### config.mk
export PLATFORM = sky130hd
export DESIGN_NAME = wave_renderer
export DESIGN_NICKNAME = d
export VERILOG_FILES = /design/src/rtl/dso_pkg.sv /design/src/rtl/wave_scale.sv /design/src/rtl/wave_renderer.sv
export SDC_FILE = /design/constraint.sdc
export NUM_CORES = 1
export LEC_CHECK = 0
export BUFFER_PORTS_ARGS = -buffer_cell sky130_fd_sc_hd__buf_2
export CORE_UTILIZATION = 40
export CTS_BUF_LIST = sky130_fd_sc_hd__clkbuf_8
export DETAILED_ROUTE_END_ITERATION = 8
export HOLD_SLACK_MARGIN = 0.15
export PLACE_DENSITY_LB_ADDON = 0.1
export REMOVE_ABC_BUFFERS = 1
export SLEW_MARGIN = 20
export SYNTH_ARGS = -nofsm -noshare
export SYNTH_HDL_FRONTEND = slang
export SYNTH_SLANG_ARGS = --single-unit
### constraint.sdc
create_clock -name CLOCK_50 -period 4.5 [get_ports CLOCK_50]
set_clock_uncertainty 0.05 [all_clocks]
set_input_delay 0.225 -clock CLOCK_50 [delete_from_list [all_inputs] [get_ports CLOCK_50]]
set_output_delay 0.225 -clock CLOCK_50 [all_outputs]
set_load 0.01 [all_outputs]
### src/rtl/dso_pkg.sv
// Shared constants and types for the DSO display path.
// Holds the VGA timing, the palette and the snapshot FSM state type.
package dso_pkg;
    localparam int H_VIS = 640;
    localparam int H_TOT = 800;
    localparam int V_VIS = 480;
    localparam int V_TOT = 525;

    localparam logic [2:0] COL_BG    = 3'b000;
    localparam logic [2:0] COL_TRACE = 3'b111;
    localparam logic [2:0] COL_GRID  = 3'b001;

    typedef enum logic {
        S_WAIT_VB,
        S_SNAP
    } snap_state_t;
endpackage

### src/rtl/wave_scale.sv
// Combinational map from an unsigned ADC code to a screen row.
// Full scale lands on row 0 and code 0 on the bottom visible row.
module wave_scale
    import dso_pkg::*;
#(
    parameter int DW = 12
) (
    input  logic [DW-1:0] sample,
    output logic [10:0]   row
);
    logic [22:0] prod;

    always_comb begin
        prod = 23'(sample) * 23'(V_VIS);
        row  = 11'(V_VIS - 1) - 11'(prod >> DW);
    end
endmodule

### src/rtl/wave_renderer.sv
// Read side of the DSO sample RAM: per-frame snapshot handshake, per-pixel
// sample fetch and trace/graticule rendering into a registered rgb output.
module wave_renderer
    import dso_pkg::*;
#(
    parameter int AW   = 15,
    parameter int DW   = 12,
    parameter int GRID = 64
) (
    input  logic          CLOCK_50,
    input  logic          reset,
    input  logic          pixel_tick,
    input  logic          video_on,
    input  logic [10:0]   pix_x,
    input  logic [10:0]   pix_y,
    input  logic          hold,
    output logic          snap_req,
    input  logic          snap_ack,
    input  logic [AW-1:0] snap_base,
    output logic [AW-1:0] rd_addr,
    input  logic [DW-1:0] rd_data,
    output logic [2:0]    rgb,
    output logic          stale
);
    localparam int GB = $clog2(GRID);

    snap_state_t   state_reg, state_next;
    logic [AW-1:0] base_reg, base_next;
    logic          snap_req_reg, snap_req_next;
    logic          stale_reg, stale_next;
    logic [AW-1:0] rd_addr_reg;
    logic [10:0]   y_prv_reg, y_cur_reg;
    logic [10:0]   y_nxt;
    logic [10:0]   y_lo, y_hi;
    logic          primed_reg;
    logic [2:0]    rgb_reg, rgb_next;

    logic vblank_start, snap_timeout, prime_addr, prime_data, col_tick;

    // y_nxt is the scaled read-port data itself: with ticks only two clocks
    // apart a registered copy would land on the same edge that consumes it.
    wave_scale #(.DW(DW)) u_scale (
        .sample (rd_data),
        .row    (y_nxt)
    );

    always_comb begin
        vblank_start = pixel_tick && (pix_y == 11'(V_VIS)) && (pix_x == 11'd0);
        snap_timeout = pixel_tick && (pix_y == 11'(V_TOT - 1)) && (pix_x == 11'(H_TOT - 2));
        prime_addr   = pixel_tick && (pix_x == 11'(H_TOT - 2));
        prime_data   = pixel_tick && (pix_x == 11'(H_TOT - 1));
        col_tick     = pixel_tick && (pix_x < 11'(H_VIS));
    end

    always_comb begin
        state_next    = state_reg;
        base_next     = base_reg;
        snap_req_next = snap_req_reg;
        stale_next    = stale_reg;
        case (state_reg)
            S_WAIT_VB: begin
                if (vblank_start && !hold) begin
                    state_next    = S_SNAP;
                    snap_req_next = 1'b1;
                end
            end
            S_SNAP: begin
                if (snap_ack) begin
                    base_next     = snap_base;
                    snap_req_next = 1'b0;
                    stale_next    = 1'b0;
                    state_next    = S_WAIT_VB;
                end else if (snap_timeout) begin
                    snap_req_next = 1'b0;
                    stale_next    = 1'b1;
                    state_next    = S_WAIT_VB;
                end
            end
            default: state_next = S_WAIT_VB;
        endcase
    end

    always_comb begin
        y_lo     = (y_prv_reg < y_cur_reg) ? y_prv_reg : y_cur_reg;
        y_hi     = (y_prv_reg < y_cur_reg) ? y_cur_reg : y_prv_reg;
        rgb_next = COL_BG;
        // Stay black after reset until a line has been primed with real samples.
        if (video_on && primed_reg) begin
            if (pix_y >= y_lo && pix_y <= y_hi) begin
                rgb_next = COL_TRACE;
            end else if (pix_x[GB-1:0] == '0 || pix_y[GB-1:0] == '0) begin
                rgb_next = COL_GRID;
            end
        end
    end

    always_ff @(posedge CLOCK_50) begin
        if (reset) begin
            state_reg    <= S_WAIT_VB;
            base_reg     <= '0;
            snap_req_reg <= 1'b0;
            stale_reg    <= 1'b0;
            rd_addr_reg  <= '0;
            y_prv_reg    <= 11'(V_VIS - 1);
            y_cur_reg    <= 11'(V_VIS - 1);
            primed_reg   <= 1'b0;
            rgb_reg      <= COL_BG;
        end else begin
            state_reg    <= state_next;
            base_reg     <= base_next;
            snap_req_reg <= snap_req_next;
            stale_reg    <= stale_next;
            if (pixel_tick) begin
                rgb_reg <= rgb_next;
            end
            // base_next so an ack coinciding with the priming tick is used at once.
            if (prime_addr) begin
                rd_addr_reg <= base_next;
            end else if (prime_data) begin
                y_prv_reg   <= y_nxt;
                y_cur_reg   <= y_nxt;
                rd_addr_reg <= base_reg + AW'(1);
                primed_reg  <= 1'b1;
            end else if (col_tick) begin
                y_prv_reg   <= y_cur_reg;
                y_cur_reg   <= y_nxt;
                rd_addr_reg <= base_reg + AW'(pix_x) + AW'(2);
            end
        end
    end

    assign snap_req = snap_req_reg;
    assign stale    = stale_reg;
    assign rd_addr  = rd_addr_reg;
    assign rgb      = rgb_reg;
endmodule
==> qor.yml, run 1 <==
fill_cells: 1293
cts_buffers: 5
synth_edf_count: 0
fin_tns_setup_ns: 0
dieArea_um2: 13870
hold_violations: 0
grt_pass1_wl_um: 23360
wl_um: 13620
post-cts-setup-buffers: 0
arrival_ns: 4.13
track_usage: 0.2046
r2r_start: "y_cur_reg[1]$_SDFFE_PP1P_"
cts_max_level: 2
slew_headroom: 0.3519
hp-class: "in -> reg"
cts_tree: "yes"
cp-startpoint: "y_cur_reg[1]$_SDFFE_PP1P_"
place_worst_setup_slack_ns: 0.5534
cts_buffer_depth: 2
setup_viol: 0
min_period_ns: 3.942
critPathKind: "reg -> reg"
first_global_vias: 4741
antennaDiodeCount: 0
seq_area_um2: 1121
setup_ws_ns: 0.5577
insertion_delay_ns: 0.33
drv_slew: 0
required_ns: 4.69
nets: 881
antenna_found_initial: 0
area_growth_pct: 13.77
grt_overflow: 0
num_rows: 41
cp_max_fo: 19
multi_input_area_um2: 3910
hold_start: "pixel_tick"
drtAntennaViolNets: 0
synth_top_area_cell: "dfxtp_1"
outcome: "complete, no violations"
synth-seq-cells: 56
crit_path_end_kind: "register"
gp_congestion: 0.8649
clkSlewWorstSetupHoldPaths_ns: 0.09
synth_area_um2: 5363
die_h_um: 117.8
drtPass1Iterations: 7
p_leak_nw: 2.905
wl_per_cell_um: 15.06
synth_ff_type: "dfxtp_1"
vdd_ir_drop_max_uv: 116.3
start_util: 0.4181
via_per_inst: 5.314
min_period_over_period: 0.8761
hold_depth: 4
clock_sinks: 56
root_buffer: "clkbuf_8"
synth_commonest_cells: "ha_1 (74), nand2_1 (71), inv_1 (59), dfxtp_1 (56), a21oi_1 (49)"
num_io_pins: 75
synth_top_area_frac: 0.2091
hpwl_um: 10850
drt_iter0_drc: 283
worst_slew_pin_slew_ns: 0.9721
grt_max_degree: 46
timing.fmax_ghz: 0.2537
grt_setup_unrepaired: "false"
portBuffers: 74
postSynth.asyncResetShare: 0
reg2reg_depth: 18
yosysMostFrequentCell: "ha_1"
synth_cell_types: 66
layout-drive-gt1-share: 0.1448
powerDensity_nw_per_um2: 254.1
syn_inst: 654
die_w_um: 117.8
route.detailed.drc: 0
yosysSeqAreaShare: 0.2091
yosys_warnings: 0
core-area_um2: 12820
synthTopCellsByArea: "dfxtp_1 (21%), ha_1 (17%), fa_1 (7.8%)"
cap_violations: 0
worstSetupStartpointType: "register"
synth.avg_cell_area_um2: 8.200
vias: 4804
whs_ns: 0.2780
==> final timing paths <==
kind                           end  slack (ns)
max            rgb[1]$_SDFFE_PP0P_        0.56
min            rgb[1]$_SDFFE_PP0P_        0.28
max reg2reg    rgb[1]$_SDFFE_PP0P_        0.56
min reg2reg  snap_req$_SDFFE_PP0P_        0.43
==> per-stage QoR <==
| step | power (mW) | instance area [um^2] | utilization | cells |
|---|---|---|---|---|
| 5_1_grt | 1.681 | 6101 | 0.4757 | 904 |
| 3_3_place_gp | 1.246 | 5862 | 0.4571 | 881 |
| 6_report | 1.550 | 6101 | 0.4757 | 904 |
| 4_1_cts | 1.569 | 6101 | 0.4757 | 904 |
| 2_1_floorplan | 1.078 | 5254 | - | 632 |
| 3_5_place_dp | 1.268 | 5864 | 0.4573 | 881 |
==> metal layers <==
layer,GRT usage,part of all wire,up-vias
li1,-,-,2471
met1,0.2862,0.50,2202
met2,0.3353,0.45,121
met3,0.02616,0.045,10
met4,0.04247,0.0098,0
met5,0,0,-
==> logic make-up after synthesis <==
| logic type | Yosys count | share of synthesized area |
|---|---|---|
| AOI/OAI and AO/OA | 162 | 0.1906 |
| and+or+nand+nor | 210 | 0.1986 |
| buffers and inverters | 82 | 0.06230 |
| DFF | 56 | 0.2091 |
| xor gates and xnor gates | 16 | 0.02613 |
| muxes | 33 | 0.06230 |
| adders and majority gates | 95 | 0.2510 |
==> cells in the final DEF, fill, tap and decap left out, types with 9 or more instances in the layout <==
| cell type | synthesis | routed |
|---|---|---|
| xnor2_1 | 10 | 10 |
| nand2_1 | 71 | 71 |
| o21ai_0 | 38 | 38 |
| a21oi_1 | 49 | 49 |
| buf_2 | 6 | 74 |
| nor2_1 | 47 | 46 |
| nor3_1 | 9 | 9 |
| and3_1 | 17 | 17 |
| fa_1 | 21 | 21 |
| dfxtp_1 | 56 | 56 |
| inv_1 | 59 | 60 |
| nor2b_1 | 9 | 9 |
| dlygate4sd3_1 | 0 | 15 |
| nand3_1 | 12 | 12 |
| mux2i_1 | 30 | 30 |
| ha_1 | 74 | 74 |
| a21o_1 | 17 | 17 |
==> critical path, stage by stage (launching register included) <==
cell and delay, ns:
dfxtp_1 0.38, inv_1 0.08, ha_1 0.27, a21o_1 0.15, a21o_1 0.17, a21o_1 0.17
a21oi_1 0.13, nor2b_1 0.05, o21ai_0 0.14, a21o_1 0.16, buf_4 0.30, mux2i_1 0.14
ha_1 0.31, and4_1 0.24, nand2_1 0.08, or4_1 0.51, a31o_2 0.22, a21o_1 0.17
a31oi_1 0.12
==> cell type report <==
| class | count | share of cell area |
|---|---|---|
| repair buffers | 92 | 0.08901 |
| flip-flops and latches | 56 | 0.1838 |
| clock inverters | 3 | 0.002871 |
| clock buffers | 5 | 0.01128 |
| well taps | 172 | 0.03527 |
| inverters | 60 | 0.03692 |
| multi-input cells | 516 | 0.6409 |
==> what timing repair did <==
action / in CTS / in global routing
hold endpoints to repair: 15 / 0
resized for setup: 0 / 0
hold buffers: 15 / 0
==> where the power goes <==
| part | internal (mW) | switching, mW |
|---|---|---|
| clock | 0.110 | 0.177 |
| sequential | 0.512 | 0.0172 |
| combinational | 0.323 | 0.411 |
Power figures use the tool's default switching activity.
==> run 2: changes to the inputs <==
--- a/config.mk
+++ b/config.mk
@@ -11,7 +11,7 @@
 export DETAILED_ROUTE_END_ITERATION = 8
 export HOLD_SLACK_MARGIN = 0.15
 export PLACE_DENSITY_LB_ADDON = 0.1
-export REMOVE_ABC_BUFFERS = 1
+export SKIP_LAST_GASP = 1
 export SLEW_MARGIN = 20
 export SYNTH_ARGS = -nofsm -noshare
 export SYNTH_HDL_FRONTEND = slang
==> qor.yml, run 2 (synthesis gave the netlist of run 1 again) <==
clock_sinks: 56  # unchanged
drt_iter0_drc: 289  # +2.1%
crit_path_end_kind: "register"
worst_slew_pin_slew_ns: 0.9482  # -0.02392 ns
area_growth_pct: 14.42
hold_depth: 4  # unchanged
grt_overflow: 0  # unchanged
syn_nets: 804
fin_tns_setup_ns: 0  # unchanged
antennaDiodeCount: 0  # unchanged
p_leak_nw: 2.917  # +0.40%
r2r_setup_slack_ns: 0.56  # about the same
multi_input_area_um2: 3910  # unchanged
min_period_ns: 3.943  # +0.0008490 ns
layout-drive-gt1-share: 0.1462  # +0.001366
fin_util: 0.4784  # +0.002732
mostFrequentLayoutCells: "ha_1 (74), buf_2 (74), nand2_1 (71)"
seq_area_um2: 1121  # unchanged
vias: 4889  # +1.8%
r2r-end: "rgb[1]$_SDFFE_PP0P_"
vdd_ir_drop_max_uv: 121.2  # +4.2%
dpl-instance-area_um2: 5864  # unchanged
post-cts-setup-buffers: 0  # unchanged
via_per_inst: 5.408  # +1.8%
holdPathEnd: "rgb[1]$_SDFFE_PP0P_"
portBuffers: 74  # unchanged
die_h_um: 117.8  # unchanged
slew_headroom: 0.3656  # +0.01361
num_io_pins: 75  # unchanged
drtPass1Iterations: 5  # -2
dieArea_um2: 13870  # unchanged
gp_congestion: 0.8178  # -5.4%
outcome: "complete, no violations"
drtAntennaViolNets: 0  # unchanged
required_ns: 4.71  # +0.02 ns
timing.fmax_ghz: 0.2536  # about the same
min_period_over_period: 0.8763  # about the same
final_area_um2: 6136  # +0.57%
grt_pass1_wl_um: 23890  # +2.3%
track_usage: 0.2104  # +0.005773
worstSetupStartpointType: "register"
route.detailed.drc: 0  # unchanged
antenna_found_initial: 0  # unchanged
cts_buffers: 5  # unchanged
grt_setup_unrepaired: "false"
insertion_delay_ns: 0.34  # about the same
cts_buffer_depth: 2  # unchanged
cts_max_level: 2  # unchanged
fill_cells: 1271  # -1.7%
setup_viol: 0  # unchanged
grt_max_degree: 46  # unchanged
r2r_start: "y_cur_reg[1]$_SDFFE_PP1P_"
hpwl_um: 11130  # +2.6%
start_util: 0.4181  # unchanged
core-area_um2: 12820  # unchanged
hold_start: "pixel_tick"
hold_violations: 0  # unchanged
cts_tree: "yes"
nets: 881  # unchanged
powerDensity_nw_per_um2: 266.0  # +4.7%
reg2reg_depth: 18  # unchanged
clkSlewWorstSetupHoldPaths_ns: 0.11  # +0.02 ns
ctsResizeCount: 0  # unchanged
cp_max_fo: 19  # unchanged
wl_um: 14040  # +3.1%
wl_per_cell_um: 15.53  # +3.1%
arrival_ns: 4.16  # +0.03 ns
cap_violations: 0  # unchanged
root_buffer: "clkbuf_8"
critPathKind: "reg -> reg"
first_global_vias: 4878  # +2.9%
hp-class: "in -> reg"
num_rows: 41  # unchanged
drv_slew: 0  # unchanged
die_w_um: 117.8  # unchanged
==> run 2: critical path, cell delays in order, from the launching register on <==
cell and delay, ns:
dfxtp_1 0.38, inv_1 0.08, ha_1 0.28, a21o_1 0.15, a21o_1 0.17, a21o_1 0.17
a21oi_1 0.13, nor2b_1 0.05, o21ai_0 0.14, a21o_1 0.17, buf_4 0.30, mux2i_1 0.13
ha_1 0.31, and4_1 0.22, nand2_1 0.08, or4_1 0.52, a31o_2 0.22, a21o_1 0.17
a31oi_1 0.14
==> run 2: final cells by class <==
cell class,count,share of cell area
clock buffer,6,0.01346
clock inverter,2,0.006321
inverter,60,0.03670
multi-input combinational,516,0.6372
sequential,56,0.1827
tap,172,0.03507
timing repair buffer,92,0.08850
==> run 2: how the worst max path moves through the flow <==
| stage | cells past startpoint | slack [ns] | startpoint | to |
|---|---|---|---|---|
| final | 18 | 0.56 | y_cur_reg[1]$_SDFFE_PP1P_ | rgb[1]$_SDFFE_PP0P_ |
| after global routing | 18 | 0.30 | y_cur_reg[1]$_SDFFE_PP1P_ | rgb[1]$_SDFFE_PP0P_ |
| after CTS | 18 | 0.55 | y_cur_reg[1]$_SDFFE_PP1P_ | rgb[1]$_SDFFE_PP0P_ |
| after detailed placement | 18 | 0.56 | y_cur_reg[1]$_SDFFE_PP1P_ | rgb[1]$_SDFFE_PP0P_ |
| after global placement | 15 | 0.67 | rd_data[4] | y_cur_reg[8]$_SDFFE_PP1P_ |
| after floorplan | 21 | 0.69 | y_cur_reg[1]$_SDFFE_PP1P_ | rgb[1]$_SDFFE_PP0P_ |
==> run 2: timing repair <==
| item | 4_1_cts | 5_1_grt |
|---|---|---|
| hold buffers | 15 | 0 |
| hold endpoints to repair | 15 | 0 |
| endpoints found under the setup margin | 0 | 0 |
==> run 2: report_power, final <==
part	total (mW)	internal [mW]	switching [mW]
logic	0.735	0.324	0.412
registers	0.530	0.512	0.0178
clock network	0.367	0.183	0.184
==> run 2: per-stage QoR <==
step	hold WS [ns]	cells	setup WS, ns	power, mW
finish	0.2273	904	0.5568	1.632
global route	0.2475	904	0.2980	1.761
CTS	0.2117	904	0.5457	1.653
detailed placement	0.4221	881	0.5615	1.269
global placement	0.4051	881	0.6733	1.248
floorplan	0.3280	654	0.6905	1.091
==> run 2: layer usage <==
metal	up-vias	part of all wire	track usage
met5	-	0	0
met4	0	0.0074	0.06090
met3	9	0.046	0.02568
met2	118	0.45	0.3404
met1	2292	0.49	0.2920
li1	2470	-	-
==> run 3: changes to the inputs <==
--- a/config.mk
+++ b/config.mk
@@ -10,7 +10,7 @@
 export CTS_BUF_LIST = sky130_fd_sc_hd__clkbuf_8
 export DETAILED_ROUTE_END_ITERATION = 8
 export HOLD_SLACK_MARGIN = 0.15
-export PLACE_DENSITY_LB_ADDON = 0.1
+export PLACE_DENSITY = 0.57
 export SKIP_LAST_GASP = 1
 export SLEW_MARGIN = 20
 export SYNTH_ARGS = -nofsm -noshare
==> qor.yml, run 3 (synthesis gave the netlist of run 1 again) <==
clock_sinks: 56  # unchanged
wl_um: 13540  # -3.6%
crit_path_end_kind: "register"
hold_start: "pixel_tick"
critPathKind: "reg -> reg"
fin_tns_setup_ns: 0  # unchanged
setup_ws_ns: 0.6202  # +0.06341 ns
dpl-instance-area_um2: 5869  # about the same
r2r_start: "y_cur_reg[1]$_SDFFE_PP1P_"
slew_headroom: 0.3180  # -0.04754
cp_max_fo: 19  # unchanged
place_worst_setup_slack_ns: 0.5820  # +0.02051 ns
drtPass1Iterations: 6  # +1
drtAntennaViolNets: 0  # unchanged
core-area_um2: 12820  # unchanged
grt_pass1_wl_um: 22580  # -5.5%
setup_viol: 0  # unchanged
min_period_ns: 3.880  # -0.06341 ns
die_h_um: 117.8  # unchanged
required_ns: 4.70  # about the same
die_w_um: 117.8  # unchanged
cts_tree: "yes"
hp-class: "in -> reg"
insertion_delay_ns: 0.33  # about the same
ctsResizeCount: 0  # unchanged
crit_chain: "inv_1, ha_1, a21o_1, a21o_1, a21o_1, a21oi_1, nor2b_1, o21ai_0, a21o_1, buf_4, mux2i_1, ha_1, and4_1, nand2_1, or4_1, a31o_2, a21o_1, a31oi_1"
gp_congestion: 0.8364  # +2.3%
arrival_ns: 4.08  # -0.08 ns
vdd_ir_drop_max_uv: 126.4  # +4.3%
antennaDiodeCount: 0  # unchanged
area_growth_pct: 14.16
cp_slowest_cell: "or4_1"
wl_per_cell_um: 14.96  # -3.7%
worst_slew_pin_slew_ns: 1.019  # +0.07105 ns
nets: 882  # +0.11%
start_util: 0.4181  # unchanged
holdBufCountCts: 15  # unchanged
via_per_inst: 5.354  # -1.0%
vias: 4845  # -0.90%
portBuffers: 74  # unchanged
cp_num_buf_inv: 2  # unchanged
root_buffer: "clkbuf_8"
drv_slew: 0  # unchanged
mostFrequentLayoutCells: "ha_1 (74), buf_2 (74), nand2_1 (71)"
worstSetupStartpointType: "register"
post-cts-setup-buffers: 0  # unchanged
dieArea_um2: 13870  # unchanged
grt_overflow: 0  # unchanged
layout-drive-gt1-share: 0.1460  # -0.0001994
hold_violations: 0  # unchanged
powerDensity_nw_per_um2: 256.9  # -3.4%
track_usage: 0.1985  # -0.01188
syn_nets: 804  # unchanged
route.detailed.drc: 0  # unchanged
p_leak_nw: 2.911  # -0.22%
grt_max_degree: 46  # unchanged
cap_violations: 0  # unchanged
cp-startpoint: "y_cur_reg[1]$_SDFFE_PP1P_"
cts_buffer_depth: 2  # unchanged
cts_max_level: 2  # unchanged
num_io_pins: 75  # unchanged
drt_iter0_drc: 322  # +11%
num_rows: 41  # unchanged
slowest_delay_ns: 0.52  # about the same
final_area_um2: 6122  # -0.22%
antenna_found_initial: 0  # unchanged
grt_setup_unrepaired: "false"
timing.fmax_ghz: 0.2577  # +1.6%
whs_ns: 0.2175  # -0.009759 ns
first_global_vias: 4570  # -6.3%
min_period_over_period: 0.8622  # -0.01409
clkSlewWorstSetupHoldPaths_ns: 0.11  # about the same
crit_top_cell: "a21o_1"
path_delay_family: "compound AO/OA/AOI/OAI gates"
hpwl_um: 10820  # -2.8%
cts_buffers: 5  # unchanged
outcome: "complete, no violations"
run 3: area by class of cell:
| cell class | count | area (um^2) |
|---|---|---|
| Multi-Input combinational cell | 516 | 3908 |
| Fill cell | 1334 | 6703 |
| Sequential cell | 56 | 1121 |
| Inverter | 60 | 225.2 |
| Timing Repair Buffer | 93 | 550.5 |
| Tap cell | 172 | 215.2 |
| Clock buffer | 5 | 68.82 |
| Clock inverter | 3 | 33.78 |
run 3: per-layer routing:
| layer | GRT usage | wire length, um | vias to the layer above |
|---|---|---|---|
| met4 | 0.04808 | 158 | 0 |
| met3 | 0.02374 | 575 | 9 |
| met2 | 0.3107 | 5984 | 101 |
| met1 | 0.2879 | 6817 | 2262 |
| li1 | - | - | 2473 |
| met5 | 0 | 0 | - |
run 3: per-stage QoR:
step | util | power (mW) | instances
finish | 0.4774 | 1.573 | 905
global route | 0.4774 | 1.700 | 905
CTS | 0.4774 | 1.589 | 905
detailed placement | 0.4577 | 1.263 | 882
global placement | 0.4577 | 1.246 | 882
floorplan | - | 1.091 | 654
run 3: final timing paths:
kind	endpoint	cells after the start	slack (ns)
hold reg to reg	snap_req$_SDFFE_PP0P_	1	0.44
setup / recovery	rgb[1]$_SDFFE_PP0P_	18	0.62
setup reg to reg	rgb[1]$_SDFFE_PP0P_	18	0.62
hold / removal	rgb[1]$_SDFFE_PP0P_	4	0.22
run 3: report_power, final:
part | switching [mW] | internal, mW
clock network | 0.194 | 0.118
registers | 0.0177 | 0.513
logic | 0.408 | 0.322
run 3: worst min-delay path: cells and delay by family:
kind                   cells  cell delay (ns)
buffers and inverters      2             0.18
AND/OR/NAND/NOR            1             0.08
AO/OA/AOI/OAI              1             0.07
